File: src/rtl/ext_bus_responder.sv
// Slave end of the multiplexed 8051 external bus (ALE/PSEN/RD/WR).
// Serves code/xdata reads onto P0 and turns writes into req/ack memory cycles.
module ext_bus_responder #(
  parameter int WAIT_MAX = 15
) (
  input  logic        clk,
  input  logic        reset,
  input  logic        ale,
  input  logic        psen_n,
  input  logic        rd_n,
  input  logic        wr_n,
  input  logic [7:0]  p0_in,
  input  logic [7:0]  p2_in,
  output logic [7:0]  p0_out,
  output logic        p0_oe,
  output logic [15:0] mem_addr,
  output logic        mem_space,
  output logic        mem_rd_req,
  output logic        mem_wr_req,
  output logic [7:0]  mem_wdata,
  input  logic [7:0]  mem_rdata,
  input  logic        mem_ack,
  output logic        late,
  output logic        bus_err
);

  typedef enum logic [2:0] {
    IDLE, RD_REQ, RD_DRIVE, RD_DISCARD, WR_CAPT, WR_REQ
  } state_t;

  state_t      state, state_d;
  logic        s_ale, s_psen_n, s_rd_n, s_wr_n;
  logic        q_psen_n, q_rd_n, q_wr_n;
  logic [7:0]  s_p0, s_p2, a_lo;
  logic        err_q, oe_q, oe_d;
  logic [7:0]  cnt, cnt_d;
  logic [7:0]  p0_out_d, wdata_d;
  logic [15:0] addr_d;
  logic        space_d, rd_d, wr_d, late_d, err_d;

  logic        psen_fall, rd_fall, wr_fall, wr_rise;
  logic [1:0]  active;
  logic        proto, req_any, timeout, strb_n;

  always_ff @(posedge clk) begin
    if (reset) begin
      s_ale    <= 1'b0;
      s_psen_n <= 1'b1;
      s_rd_n   <= 1'b1;
      s_wr_n   <= 1'b1;
      q_psen_n <= 1'b1;
      q_rd_n   <= 1'b1;
      q_wr_n   <= 1'b1;
      s_p0     <= 8'h00;
      s_p2     <= 8'h00;
      a_lo     <= 8'h00;
      err_q    <= 1'b0;
    end else begin
      s_ale    <= ale;
      s_psen_n <= psen_n;
      s_rd_n   <= rd_n;
      s_wr_n   <= wr_n;
      q_psen_n <= s_psen_n;
      q_rd_n   <= s_rd_n;
      q_wr_n   <= s_wr_n;
      s_p0     <= p0_in;
      s_p2     <= p2_in;
      err_q    <= proto;
      if (s_ale) a_lo <= s_p0;
    end
  end

  assign psen_fall = q_psen_n & ~s_psen_n;
  assign rd_fall   = q_rd_n & ~s_rd_n;
  assign wr_fall   = q_wr_n & ~s_wr_n;
  assign wr_rise   = ~q_wr_n & s_wr_n;
  assign active    = {1'b0, ~s_psen_n} + {1'b0, ~s_rd_n}
                   + {1'b0, ~s_wr_n};
  assign proto     = active > 2'd1;
  assign req_any   = mem_rd_req | mem_wr_req;
  assign timeout   = req_any & ~mem_ack
                   & (cnt >= 8'(WAIT_MAX - 1));
  assign strb_n    = mem_space ? s_rd_n : s_psen_n;
  assign p0_oe     = oe_q & ~s_ale;

  always_comb begin
    state_d  = state;
    oe_d     = oe_q;
    p0_out_d = p0_out;
    addr_d   = mem_addr;
    space_d  = mem_space;
    rd_d     = mem_rd_req;
    wr_d     = mem_wr_req;
    wdata_d  = mem_wdata;
    late_d   = 1'b0;
    err_d    = 1'b0;
    cnt_d    = cnt;
    if (req_any && cnt < 8'(WAIT_MAX)) cnt_d = cnt + 8'd1;
    if (proto) begin
      // A request already on the memory port runs to its ack.
      err_d   = ~err_q | timeout;
      oe_d    = 1'b0;
      state_d = IDLE;
      if ((req_any && mem_ack) || timeout) begin
        rd_d = 1'b0;
        wr_d = 1'b0;
      end
    end else begin
      unique case (state)
        IDLE: begin
          if (req_any) begin
            if (mem_ack || timeout) begin
              rd_d  = 1'b0;
              wr_d  = 1'b0;
              err_d = timeout;
            end
          end else if (psen_fall || rd_fall) begin
            rd_d    = 1'b1;
            addr_d  = {s_p2, a_lo};
            space_d = rd_fall;
            cnt_d   = 8'd0;
            state_d = RD_REQ;
          end else if (wr_fall) begin
            addr_d  = {s_p2, a_lo};
            space_d = 1'b1;
            wdata_d = s_p0;
            state_d = WR_CAPT;
          end
        end
        RD_REQ: begin
          if (mem_ack) begin
            rd_d = 1'b0;
            if (!strb_n && !s_ale) begin
              p0_out_d = mem_rdata;
              oe_d     = 1'b1;
              state_d  = RD_DRIVE;
            end else begin
              late_d  = strb_n;
              state_d = IDLE;
            end
          end else if (strb_n) begin
            late_d  = 1'b1;
            state_d = RD_DISCARD;
          end else if (timeout) begin
            err_d   = 1'b1;
            rd_d    = 1'b0;
            state_d = IDLE;
          end
        end
        RD_DRIVE: begin
          if (strb_n || s_ale) begin
            oe_d    = 1'b0;
            state_d = IDLE;
          end
        end
        RD_DISCARD: begin
          if (mem_ack || timeout) begin
            err_d   = timeout;
            rd_d    = 1'b0;
            state_d = IDLE;
          end
        end
        WR_CAPT: begin
          if (!s_wr_n) wdata_d = s_p0;
          if (wr_rise) begin
            wr_d    = 1'b1;
            space_d = 1'b1;
            cnt_d   = 8'd0;
            state_d = WR_REQ;
          end
        end
        WR_REQ: begin
          if (mem_ack || timeout) begin
            err_d   = timeout;
            wr_d    = 1'b0;
            state_d = IDLE;
          end else if (psen_fall || rd_fall || wr_fall) begin
            err_d = 1'b1;
          end
        end
        default: state_d = IDLE;
      endcase
    end
  end

  always_ff @(posedge clk) begin
    if (reset) begin
      state      <= IDLE;
      oe_q       <= 1'b0;
      p0_out     <= 8'h00;
      mem_addr   <= 16'h0000;
      mem_space  <= 1'b0;
      mem_rd_req <= 1'b0;
      mem_wr_req <= 1'b0;
      mem_wdata  <= 8'h00;
      late       <= 1'b0;
      bus_err    <= 1'b0;
      cnt        <= 8'd0;
    end else begin
      state      <= state_d;
      oe_q       <= oe_d;
      p0_out     <= p0_out_d;
      mem_addr   <= addr_d;
      mem_space  <= space_d;
      mem_rd_req <= rd_d;
      mem_wr_req <= wr_d;
      mem_wdata  <= wdata_d;
      late       <= late_d;
      bus_err    <= err_d;
      cnt        <= cnt_d;
    end
  end

endmodule

File: config.mk
export PLATFORM = sky130hd
export DESIGN_NAME = ext_bus_responder
export DESIGN_NICKNAME = d
export VERILOG_FILES = /design/src/rtl/ext_bus_responder.sv
export SDC_FILE = /design/constraint.sdc
export NUM_CORES = 1
export LEC_CHECK = 0
export CORE_MARGIN = 2
export CORE_UTILIZATION = 40
export CTS_CLUSTER_SIZE = 16
export DETAILED_ROUTE_END_ITERATION = 8
export PLACE_DENSITY = 0.74
export SLEW_MARGIN = 15
export SYNTH_ARGS = -nofsm -noshare
export SYNTH_HDL_FRONTEND = slang
export SYNTH_SLANG_ARGS = --single-unit
File: constraint.sdc
create_clock -name clk -period 5 [get_ports clk]
set_clock_uncertainty 0.05 [all_clocks]
set_input_delay 0.75 -clock clk [delete_from_list [all_inputs] [get_ports clk]]
set_output_delay 0.75 -clock clk [all_outputs]
set_load 0.02 [all_outputs]
== After elaboration in Yosys (flattened, before gate mapping) ==
Cells that the tools add are included.
Widths: inputs -> output; s select.

* Bits in registers: 81
* Bits of input ports: 31
* Output and inout bits: 38
* Word-level logic and storage cells: 155

* $add $sub $neg: 3
* Order comparisons: 3
* Eq/ne operators: 22
* Multiplexer cells: 59
* Bitwise operators: 19
* Reductions and logical operators: 27

{| class="wikitable"
|+ Operator list
! cell !! number
|-
| $mux 8 || 9
|-
| $mux 16 || 2
|-
| $pmux 8 s2 || 2
|-
| $mux 1 || 30
|-
| $mux 3 || 9
|-
| $ne 2x2->1 const B || 8
|-
| $ne 4x4->1 const B || 4
|-
| $reduce_and 4->1 || 4
|-
| $pmux 3 s5 || 1
|-
| $reduce_and 6->1 || 2
|-
| $not 1->1 || 10
|-
| $reduce_and 5->1 || 2
|-
| $ne 3x3->1 const B || 3
|-
| $add 8x1->8 const B || 1
|-
| $ge 8x4->1 const B || 1
|-
| $lt 8x4->1 const B || 1
|-
| $reduce_bool 4->1 || 2
|-
| $and 1x1->1 || 7
|-
| $eq 3x2->1 const B || 2
|-
| $eq 3x3->1 const B || 2
|-
| $pmux 1 s3 || 2
|-
| $reduce_bool 2->1 || 3
|-
| $logic_or 1x1->1 || 5
|-
| $ne 2x1->1 const B || 2
|-
| other kinds (13) || 19
|}

== Depth between registers and ports, before layout ==
* Depth after elaboration: 8
* Depth in mapped cells: 7
* Depth with buffers taken out: 7

== Worst setup path before layout ==
Ideal clock, no wire load.

* Path kind: reg2reg
* Start: register s_psen_n
* End: register mem_wr_req
* Setup time: 0.070 ns
* Data arrival time: 1.634 ns
* Required time: 4.880 ns
* Slack: 3.246 ns
* Cell stages (with the launch flop): 8
* Buffers on the path: 1
* Clock period less this slack: 1.754 ns
* Cells stage by stage: dfxtp_1 inv_1 ha_1 a21oi_2 buf_4 nand4_1 mux2_1 a21oi_1

* Longest elaborated chain between the ends: 6
* Elaborated cells between the ends (all ways): 10
* Those cells by class: 2 x add/sub; 1 x order compare; 3 x eq/ne; 1 x mux; 1 x bitwise; 2 x reduce/logical

{| class="wikitable"
|+ RTL lines
! element !! line !! source
|-
| start, declared || 32 || <nowiki>logic s_ale, s_psen_n, s_rd_n, s_wr_n;</nowiki>
|-
| start signal, assigned || 60 || <nowiki>s_psen_n <= psen_n;</nowiki>
|-
| $not 1->1 * || 77 || <nowiki>assign active = {1'b0, ~s_psen_n} + {1'b0, ~s_rd_n}</nowiki>
|-
| $add 1x1->2 * || 77 ||
|-
| $add 2x1->2 * || 78 || <nowiki>+ {1'b0, ~s_wr_n};</nowiki>
|-
| $gt 2x1->1 * || 79 || <nowiki>assign proto = active > 2'd1;</nowiki>
|-
| $ne 3x3->1 (no source line), or another cell as far along || -- ||
|-
| $reduce_and 4->1 (no source line) || -- ||
|-
| end signal, assigned || 206 || <nowiki>mem_wr_req <= wr_d;</nowiki>
|-
| end, declared || 19 || <nowiki>output logic mem_wr_req,</nowiki>
|}

Mark *: on every way between the ends. The rest lies on a longest branch, timed or not.
A chain may end at the register's enable or synchronous reset.

== Final worst setup path ==
* Start: register s_ale
* End: output p0_oe

* Longest elaborated chain between the ends: 2

{| class="wikitable"
|+ RTL lines
! element !! line !! source
|-
| start, declared || 32 ||
|-
| start signal, assigned || 59 || <nowiki>s_ale <= ale;</nowiki>
|-
| $not 1->1 || 84 || <nowiki>assign p0_oe = oe_q & ~s_ale;</nowiki>
|-
| $and 1x1->1 || 84 ||
|-
| end, declared || 15 || <nowiki>output logic p0_oe,</nowiki>
|}

No other way between the ends.

==> reports/metrics.csv <==
stage,metric,value,unit
clock_network,cts bufs inserted,9,
global_route,vias in the first global route,2387,
drt,DR WL/cell,13.3,um
clock_network,CTS tree,done,
die,Core ar.,7690,um^2
power_and_ir_drop,Internal,1.09,mW
final_layout,"commonest non-fill, non-tap cell in the layout",dfxtp_1,
clock_network,latest clock arrival within the worst-skew pair,350,ps
flow_run,max-cap viol count,0,
critical_path,required time worst endpoint,4200,ps
synth,number of flops mapped to enable cells by yosys,0,
power_and_ir_drop,sequential share of power,46.8,%
critical_path,Worst setup SP type,register,
global_route,pin count of the biggest net entering global routing,40,
power_and_ir_drop,largest vdd supply drop,192,uV
placed_design,post-placement cell area,3890,um^2
synth,ys flop type,dfxtp_1,
die,die area,8640,um^2
drt,# DRC,0,
final_layout,fin cells,486,
power_and_ir_drop,net switching power,463,uW
drt,Detailed Routing Iterations Pass 1,4,
die,chip width,92.9,um
clock_network,PostCTS Resize Cnt,0,
drt,ANT nets after route,0,
clock_network,Setup Buffers After CTS,0,
final_layout,area delta synth->final,29.7,%
power_and_ir_drop,power share of the combinational group,21.9,%
timing,crit path time final,2520,ps
die,boundary pin count,69,
global_route,first-pass GRT wire length,10.9,mm
final_layout,ANT cells,0,
timing,hold_ws,415,ps
run_status,outcome,finished clean,
critical_path,Critical Path End Type,output pin,
clock_network,H-tree levels,3,
synth,syn_nets,350,
drt,total number of vias,2400,
clock_network,# clock sinks,81,
worst_hold_path,Hold Path Class,register to register,
synth,syn avg cell area,10.0,um^2
final_layout,highest-count cells in the layout ignoring fill and taps,"dfxtp_1, clkdlybuf4s50_1, nor2_1",
power_and_ir_drop,Pleak,1.72,nW
synth,Yosys Warn Count,0,
critical_path,crit path kind,register to output pin,
synth,Async SR Flop Fraction,0,%
power_and_ir_drop,power density cells,379,nW/um^2
timing,Final Hold Viols,0,
synth,dominant cells by area after synthesis,"dfxtp_1, mux2i_1, nor2_1",
synth,sequential fraction of the synthesis area,51.2,%
critical_path,crit path DAT,1720,ps
global_route,gr usage total,16.1,%
timing,RSZ-0062 raised after global routing,false,
synth,Yosys cell types,54,
final_layout,share of cells above drive strength 1,9.64,%
die,Initial Util,41.2,%
timing,final setup fails,0,
clock_network,CTS Hold Bufs,0,
placed_design,Placer Congestion,0.955,
critical_path,Worst Setup SP,s_ale$_SDFF_PP0_,
drt,final wirelength,6.45,mm
final_layout,nets,413,
clock_network,Clock transition at path regs,90,ps
timing,FMAX,0.397,GHz
synth,"area leader, netlist",dfxtp_1,
die,die height,92.9,um
synth,share of Yosys cell area claimed by the top area cell type,51.2,%
clock_network,CTS Root Cell,clkbuf_8,
final_layout,Final Core Density,53.4,%
clock_network,CTS Buffer Depth,2,
power_and_ir_drop,clock share of power,31.3,%
timing,fin crit share,50.3,%
timing,Slew HR,55.6,%
synth,Synth Register Bits,81,
synth,Cells after Synth,316,
worst_hold_path,hold wc startpoint,oe_q$_SDFFE_PP0P_,
placed_design,placed cells,470,
global_route,antenna violations before repair,0,
drt,Via density,4.94,
power_and_ir_drop,Sw Share,29.7,%
drt,DRT iter0 DRCs,85,
timing,Slew Limit Fails,0,
timing,final setup TNS,0,ps
placed_design,I/O Buffers,68,
global_route,"Remaining Overflow, GRT",0,
die,# rows,32,
timing,Worst Tran Pin Value,666,ps
critical_path,FF-to-FF Start,s_wr_n$_SDFF_PP1_,
placed_design,dpl hpwl,4.49,mm
synth,Netlist Area Pre-Place,3160,um^2
critical_path,crit-path max FO,10,
final_layout,"Design Area, Final",4110,um^2
[registers in the layout, indices dropped and copies added, names as in the netlist, 3 cells and up]
register / cells
s_p0: 8
cnt: 8
s_p2: 8
p0_out: 8
state: 3
mem_wdata: 8
mem_addr: 16
a_lo: 8
[cell usage after synthesis (all sizes together), types with 2 or more instances]
library cell / instances
nor2b: 19
or2: 8
dfxtp: 81
clkbuf: 9
nand3: 5
o211ai: 2
nor2: 55
mux2i: 42
buf: 8
o21ai: 5
nand4: 9
a31oi: 2
nand2b: 6
inv: 9
a21oi: 11
ha: 3
nor3: 4
and2: 6
nand2: 9
xor2: 2
[worst paths after layout]
kind / slack, ps / end / depth (start not counted)
worst max register to register: 2580 / mem_addr[8]$_SDFFE_PP0P_ / 6
worst min register to register: 410 / oe_q$_SDFFE_PP0P_ / 2
worst max-delay path: 2480 / p0_oe / 2
worst min-delay path: 410 / oe_q$_SDFFE_PP0P_ / 2
[routing by layer]
metal | up-vias | GRT usage, % | wire [um] | part of all wire (%)
met5 | - | 0 | 0 | 0
met4 | 0 | 6.99 | 104 | 1.6
met3 | 9 | 6.51 | 462 | 7.2
met2 | 75 | 25.0 | 2980 | 46
met1 | 1119 | 19.6 | 2900 | 45
li1 | 1197 | - | - | -
[cell families after synthesis]
| kind of cell | after synthesis | share of synthesized area, % |
|---|---|---|
| XOR/XNOR | 3 | 0.831 |
| adder cells (fa/ha/maj) | 3 | 1.19 |
| buffers and inverters | 26 | 3.60 |
| AND/OR/NAND/NOR | 124 | 21.0 |
| AO/OA/AOI/OAI | 36 | 8.34 |
| flip-flops | 81 | 51.2 |
| multiplexers | 43 | 13.8 |
[area by class of cell]
cell class | instances | area (um^2)
Tap cell | 102 | 128
Fill cell | 680 | 3580
Clock inverter | 6 | 72.6
Timing Repair Buffer | 69 | 683
Inverter | 9 | 33.8
Sequential cell | 81 | 1620
Clock buffer | 10 | 138
Multi-Input combinational cell | 209 | 1430
[metrics by stage]
stage                     setup slack, ps  power [mW]
after floorplan                      3250       0.985
after global placement               2720        1.08
after detailed placement             2620        1.08
after CTS                            2420        1.57
after global routing                 2360        1.64
final                                2480        1.56
[worst max-delay path, stage by stage, from the launching register on]
cell and delay [ps]:
dfxtp_1 690, nor2b_1 110, clkdlybuf4s50_1 560
[power by group through the flow]
stage	combinational (mW)	clock [mW]	sequential [mW]
2_1_floorplan	0.240	0	0.745
3_3_place_gp	0.335	0	0.742
3_5_place_dp	0.340	0	0.742
4_1_cts	0.343	0.499	0.728
5_1_grt	0.376	0.524	0.735
6_report	0.341	0.487	0.729
(Power assumes the default switching activity.)
